File: src/rtl/lsu_axil_mst.sv
// lsu_axil_mst: AXI4-Lite master for core load/store traffic.
//
// One transaction is in flight at a time. AW, W and AR valids are registered.
// Each valid drops in the cycle after its own handshake. B and R are always
// accepted (bready = rready = 1). A beat that arrives while no response is
// expected is dropped. Address/data outputs read as zero outside their
// active phase.
//
// Optional feature: define LSU_AXIL_TIMEOUT_EN to abort a B/R wait after
// TO_CYC cycles. The abort completes with rsp_err = 1.
//
// Ports
//   clk, rst_n                 clock, async active-low reset
//   req_valid/ready/we/addr/wdata/wstrb/abort   core request
//   rsp_valid/rdata/err        one-cycle completion pulse
//   busy                       stall while a transaction is outstanding
//   m_axi_aw*, m_axi_w*, m_axi_b*, m_axi_ar*, m_axi_r*   AXI4-Lite master
//
// States
//   S_IDLE    | waiting for a request; req_ready = 1
//   S_WR_REQ  | AW and/or W still awaiting handshake
//   S_WR_RESP | waiting for B
//   S_RD_REQ  | AR awaiting handshake
//   S_RD_DATA | waiting for R
module lsu_axil_mst #(
    parameter int AW     = 32,
    parameter int DW     = 32,
    parameter int TO_CYC = 255
) (
    input  logic            clk,
    input  logic            rst_n,
    input  logic            req_valid,
    output logic            req_ready,
    input  logic            req_we,
    input  logic [AW-1:0]   req_addr,
    input  logic [DW-1:0]   req_wdata,
    input  logic [DW/8-1:0] req_wstrb,
    input  logic            req_abort,
    output logic            rsp_valid,
    output logic [DW-1:0]   rsp_rdata,
    output logic            rsp_err,
    output logic            busy,
    output logic [AW-1:0]   m_axi_awaddr,
    output logic [2:0]      m_axi_awprot,
    output logic            m_axi_awvalid,
    input  logic            m_axi_awready,
    output logic [DW-1:0]   m_axi_wdata,
    output logic [DW/8-1:0] m_axi_wstrb,
    output logic            m_axi_wvalid,
    input  logic            m_axi_wready,
    input  logic [1:0]      m_axi_bresp,
    input  logic            m_axi_bvalid,
    output logic            m_axi_bready,
    output logic [AW-1:0]   m_axi_araddr,
    output logic [2:0]      m_axi_arprot,
    output logic            m_axi_arvalid,
    input  logic            m_axi_arready,
    input  logic [DW-1:0]   m_axi_rdata,
    input  logic [1:0]      m_axi_rresp,
    input  logic            m_axi_rvalid,
    output logic            m_axi_rready
);
    localparam int SW  = DW / 8;
    localparam int OFS = $clog2(SW);
    localparam logic [AW-1:0] ADDR_MASK = {{(AW - OFS){1'b1}}, {OFS{1'b0}}};

    typedef enum logic [2:0] {
        S_IDLE, S_WR_REQ, S_WR_RESP, S_RD_REQ, S_RD_DATA
    } state_t;

    state_t          state_q, state_d;
    logic            awvalid_q, awvalid_d, wvalid_q, wvalid_d, arvalid_q, arvalid_d;
    logic [AW-1:0]   awaddr_q, awaddr_d, araddr_q, araddr_d;
    logic [DW-1:0]   wdata_q, wdata_d;
    logic [SW-1:0]   wstrb_q, wstrb_d;
    logic            rsp_valid_q, rsp_valid_d, rsp_err_q, rsp_err_d;
    logic [DW-1:0]   rsp_rdata_q, rsp_rdata_d;
    logic [AW-1:0]   addr_al;

    // Only SLVERR/DECERR matter; the low response bit is don't-care.
    logic unused_resp_lsb;
    assign unused_resp_lsb = ^{m_axi_bresp[0], m_axi_rresp[0]};

    assign addr_al = req_addr & ADDR_MASK;

`ifdef LSU_AXIL_TIMEOUT_EN
    localparam int CW = $clog2(TO_CYC + 1);
    localparam logic [CW-1:0] TO_LAST = CW'(TO_CYC - 1);

    logic [CW-1:0] to_cnt_q, to_cnt_d;
    logic          to_expired;

    // Zero in the entry cycle of a wait state, then counts waiting cycles.
    always_comb begin
        to_cnt_d = '0;
        if (state_q == S_WR_RESP || state_q == S_RD_DATA) begin
            to_cnt_d = to_cnt_q + CW'(1);
        end
    end

    assign to_expired = (to_cnt_q == TO_LAST);

    always_ff @(posedge clk or negedge rst_n) begin
        if (!rst_n) to_cnt_q <= '0;
        else        to_cnt_q <= to_cnt_d;
    end
`endif

    always_comb begin
        state_d     = state_q;
        awvalid_d   = awvalid_q;
        wvalid_d    = wvalid_q;
        arvalid_d   = arvalid_q;
        awaddr_d    = awaddr_q;
        araddr_d    = araddr_q;
        wdata_d     = wdata_q;
        wstrb_d     = wstrb_q;
        rsp_valid_d = 1'b0;
        rsp_err_d   = 1'b0;
        rsp_rdata_d = '0;
        case (state_q)
            S_IDLE: begin
                if (req_valid && !req_abort) begin
                    if (req_we) begin
                        state_d   = S_WR_REQ;
                        awvalid_d = 1'b1;
                        wvalid_d  = 1'b1;
                        awaddr_d  = addr_al;
                        wdata_d   = req_wdata;
                        wstrb_d   = req_wstrb;
                    end else begin
                        state_d   = S_RD_REQ;
                        arvalid_d = 1'b1;
                        araddr_d  = addr_al;
                    end
                end
            end
            S_WR_REQ: begin
                if (awvalid_q && m_axi_awready) begin
                    awvalid_d = 1'b0;
                    awaddr_d  = '0;
                end
                if (wvalid_q && m_axi_wready) begin
                    wvalid_d = 1'b0;
                    wdata_d  = '0;
                    wstrb_d  = '0;
                end
                // Each channel is done if it already handshook or does so now.
                if ((!awvalid_q || m_axi_awready) && (!wvalid_q || m_axi_wready)) begin
                    state_d = S_WR_RESP;
                end
            end
            S_WR_RESP: begin
                if (m_axi_bvalid) begin
                    state_d     = S_IDLE;
                    rsp_valid_d = 1'b1;
                    rsp_err_d   = m_axi_bresp[1];
                end
`ifdef LSU_AXIL_TIMEOUT_EN
                else if (to_expired) begin
                    state_d     = S_IDLE;
                    rsp_valid_d = 1'b1;
                    rsp_err_d   = 1'b1;
                end
`endif
            end
            S_RD_REQ: begin
                if (m_axi_arready) begin
                    state_d   = S_RD_DATA;
                    arvalid_d = 1'b0;
                    araddr_d  = '0;
                end
            end
            S_RD_DATA: begin
                if (m_axi_rvalid) begin
                    state_d     = S_IDLE;
                    rsp_valid_d = 1'b1;
                    rsp_rdata_d = m_axi_rdata;
                    rsp_err_d   = m_axi_rresp[1];
                end
`ifdef LSU_AXIL_TIMEOUT_EN
                else if (to_expired) begin
                    state_d     = S_IDLE;
                    rsp_valid_d = 1'b1;
                    rsp_err_d   = 1'b1;
                end
`endif
            end
            default: state_d = S_IDLE;
        endcase
    end

    always_ff @(posedge clk or negedge rst_n) begin
        if (!rst_n) begin
            state_q     <= S_IDLE;
            awvalid_q   <= 1'b0;
            wvalid_q    <= 1'b0;
            arvalid_q   <= 1'b0;
            awaddr_q    <= '0;
            araddr_q    <= '0;
            wdata_q     <= '0;
            wstrb_q     <= '0;
            rsp_valid_q <= 1'b0;
            rsp_err_q   <= 1'b0;
            rsp_rdata_q <= '0;
        end else begin
            state_q     <= state_d;
            awvalid_q   <= awvalid_d;
            wvalid_q    <= wvalid_d;
            arvalid_q   <= arvalid_d;
            awaddr_q    <= awaddr_d;
            araddr_q    <= araddr_d;
            wdata_q     <= wdata_d;
            wstrb_q     <= wstrb_d;
            rsp_valid_q <= rsp_valid_d;
            rsp_err_q   <= rsp_err_d;
            rsp_rdata_q <= rsp_rdata_d;
        end
    end

    assign req_ready     = (state_q == S_IDLE);
    assign busy          = (state_q != S_IDLE);
    assign rsp_valid     = rsp_valid_q;
    assign rsp_rdata     = rsp_rdata_q;
    assign rsp_err       = rsp_err_q;
    assign m_axi_awaddr  = awaddr_q;
    assign m_axi_awprot  = 3'b000;
    assign m_axi_awvalid = awvalid_q;
    assign m_axi_wdata   = wdata_q;
    assign m_axi_wstrb   = wstrb_q;
    assign m_axi_wvalid  = wvalid_q;
    assign m_axi_bready  = 1'b1;
    assign m_axi_araddr  = araddr_q;
    assign m_axi_arprot  = 3'b000;
    assign m_axi_arvalid = arvalid_q;
    assign m_axi_rready  = 1'b1;

endmodule

File: config.mk
export PLATFORM = sky130hd
export DESIGN_NAME = lsu_axil_mst
export DESIGN_NICKNAME = d
export VERILOG_FILES = /design/src/rtl/lsu_axil_mst.sv
export SDC_FILE = /design/constraint.sdc
export NUM_CORES = 1
export LEC_CHECK = 0
export BUFFER_PORTS_ARGS = -buffer_cell sky130_fd_sc_hd__buf_2
export CAP_MARGIN = 10
export CORE_MARGIN = 5
export CORE_UTILIZATION = 45
export CTS_CLUSTER_DIAMETER = 120
export DETAILED_ROUTE_END_ITERATION = 16
export GPL_ROUTABILITY_DRIVEN = 0
export PLACE_DENSITY = 0.83
export SLEW_MARGIN = 20
export SYNTH_ARGS = -nofsm -noshare
export SYNTH_HDL_FRONTEND = slang
export SYNTH_SLANG_ARGS = --single-unit
File: constraint.sdc
create_clock -name clk -period 1.75 [get_ports clk]
set_input_delay 0.2625 -clock clk [delete_from_list [all_inputs] [get_ports clk]]
set_output_delay 0.2625 -clock clk [all_outputs]
set_load 0.03 [all_outputs]
==> impl_metrics.json <==
{
  "synth_edf_count": 0,
  "avgSynthCellArea_um2": 12.2,
  "synth_top_area_share_pct": 62.7,
  "r2r_end": "m_axi_wdata[0]$_DFFE_PN0P_",
  "insertion_delay_ns": 0.41,
  "cts_buffers": 17,
  "ys_ff_latch": 136,
  "synth_cell_types": 36,
  "numPlacedInstances": 814,
  "regArea_um2": 3410,
  "initial_core_util_pct": 45.6,
  "ant_nets": 0,
  "r2r_setup_slack_ns": 0.07,
  "clockRootBuffer": "clkbuf_16",
  "syn_to_final_growth_pct": 39.0,
  "grt_pass1_wl_um": 23500,
  "r2r-start": "state_q[1]$_DFFE_PN0P_",
  "dpl.hpwl_um": 10500,
  "coreArea_um2": 11900,
  "multi_input_area_um2": 1680,
  "row_count": 40,
  "critPathArrivalTime_ns": 1.44,
  "p_leak_nw": 4.34,
  "fin_nets": 813,
  "start_kind": "flip-flop",
  "p_sw_share_pct": 39.7,
  "rsz0062_at_grt": "yes",
  "final-max-slew-violation-count": 0,
  "setup_viol_count_final": 0,
  "synth-warning-count": 0,
  "overflow": 0,
  "ir_drop_mv": 1.15,
  "die_y_um": 120,
  "path_cells": "nor3_4, buf_2",
  "first_pass_iters": 4,
  "cp_max_fo": 6,
  "fmax_mhz": 587,
  "min_from": "m_axi_rvalid",
  "first_global_vias": 4577,
  "path_class": "flip-flop to primary output",
  "grt_max_degree": 46,
  "drive_gt1_share_pct": 43.9,
  "via_per_inst": 5.06,
  "maxCapViolCount": 0,
  "whs_ns": 0.0556,
  "seqPwrFrac_pct": 33.3,
  "fin_skew_ns": 0.00776,
  "io_pins": 261,
  "synthArstFlopShare_pct": 100,
  "synth_area_um2": 5430,
  "cts_tree": "yes",
  "period_minus_slack_ns": 1.70,
  "p_int_mw": 8.61,
  "crit_path_max_incr_delay_ns": 0.45,
  "cts_htree_levels": 4,
  "die_w_um": 120,
  "holdCritPathClass": "input port to flip-flop",
  "antenna_found_initial": 2,
  "io_buffer_count": 244,
  "hold_depth": 2,
  "die_area_um2": 14400,
  "synthTopCellsByArea": "dfrtp_1 (63%), o2bb2ai_1 (5.8%), mux2i_1 (5.5%)",
  "grt_usage_pct": 20.8,
  "powerDensity_nw_per_um2": 1890,
  "synth_top_flop_cell": "dfrtp_1",
  "hold_viol": 0,
  "layout.cells.non_filler": 859,
  "mostFrequentLayoutCell": "buf_2",
  "cts_buffer_depth": 2,
  "power.net_switching_mw": 5.68,
  "slowest_stage": "dfrtp_2",
  "p_clk_share_pct": 26.4,
  "via_count": 4349,
  "finalCritPeriodShare_pct": 97.3,
  "hold_end": "state_q[2]$_DFFE_PN0P_",
  "post-route-util_pct": 63.4,
  "clkTransAtPathRegs_ns": 0.06,
  "wl_um": 14700,
  "end_kind": "primary output",
  "crit_required_ns": 1.49,
  "mostFrequentLayoutCells": "buf_2 (242), dfrtp_1 (133), o21ai_0 (36), o2bb2ai_1 (36), nand2_1 (34)",
  "outcome": "finished, final reports clean",
  "syn_inst": 444,
  "synth_top_area_cell": "dfrtp_1",
  "reg2reg_depth": 6,
  "drc": 0,
  "drt-initial-drc-count": 208,
  "finalPower_mw": 14.3,
  "avgRoutedWirePerCell_um": 17.1,
  "fill_cells": 966,
  "seq_area_frac_synth_pct": 62.7,
  "comb_power_share_pct": 40.2,
  "cts_num_sinks": 136
}
[worst max-delay path by stage]
stage / from / to / cells past startpoint
2_1_floorplan: state_q[2]$_DFFE_PN0P_ / m_axi_wdata[10]$_DFFE_PN0P_ / 6
3_3_place_gp: state_q[2]$_DFFE_PN0P_ / m_axi_awaddr[5]$_DFFE_PN0P_ / 5
3_5_place_dp: state_q[2]$_DFFE_PN0P_ / m_axi_awaddr[5]$_DFFE_PN0P_ / 5
4_1_cts: state_q[2]$_DFFE_PN0P_ / busy / 3
5_1_grt: state_q[1]$_DFFE_PN0P_ / busy / 3
6_report: state_q[1]$_DFFE_PN0P_ / req_ready / 2
[metrics by stage]
stage	setup slack (ns)	TNS (ns)	instance area, um^2
finish	0.0478	0	7550
global route	-0.0215	-0.0643	7550
CTS	0.00538	0	7450
detailed placement	0.114	0	6800
global placement	0.177	0	6800
floorplan	0.0730	0	5470
[synth_stat cells (all sizes together), types with 3 or more instances]
master / count
dfrtp: 136
clkbuf: 16
and2: 32
nand2b: 4
o21ai: 38
inv: 31
a22o: 31
nor2: 3
mux2i: 30
o2bb2ai: 36
buf: 29
nand2: 35
[state kept, by name, summed over array words and instances (netlist names), 3 cells and up]
register	cells
m_axi_araddr	30
m_axi_awaddr	30
state_q	3
m_axi_wdata	32
m_axi_wstrb	4
rsp_rdata	32
[metal layers]
layer	vias to the layer above	part of all wire, %	global-route usage [%]
met5	-	0.14	0
met3	33	7.9	7.02
met2	191	53	36.1
li1	2015	-	-
met1	2108	36	23.0
met4	2	2.8	9.45
[critical path: cells and delay by family, from the launching register on]
| family | cells | cell delay [ns] |
|---|---|---|
| flops | 1 | 0.45 |
| simple gates | 1 | 0.30 |
| buf+inv | 1 | 0.28 |
[cell type report]
type | instances | share of cell area [%]
timing repair inverter | 1 | 0.0663
sequential | 136 | 45.1
tap | 147 | 2.44
clock inverter | 8 | 1.89
clock buffer | 23 | 6.47
antenna | 1 | 0.0332
multi-input combinational | 242 | 22.2
timing repair buffer | 270 | 20.1
inverter | 31 | 1.61
[cells by family after synthesis]
family          count (synthesis)  synth area share, %
simple gates                   84                 8.50
compound gates                115                 15.8
mux                            31                 5.74
buf+inv                        76                 7.17
other cells                     2                0.138
flops                         136                 62.7
[what timing repair did]
item	in CTS	in global routing
buffers inserted	1	10
setup endpoints to repair	1	2
hold buffers	1	0
resized for setup	3	8
cloned	0	1
pin swaps	1	2
hold endpoints to repair	31	0
[power groups by stage]
stage	combinational, mW	sequential, mW	clock [mW]
3_3_place_gp	5.36	4.73	0
6_report	5.75	4.76	3.78
5_1_grt	6.14	4.91	4.02
2_1_floorplan	1.72	6.75	0
4_1_cts	5.54	4.78	3.84
3_5_place_dp	5.50	4.80	0
No activity file was read; power rests on OpenSTA's default activity.
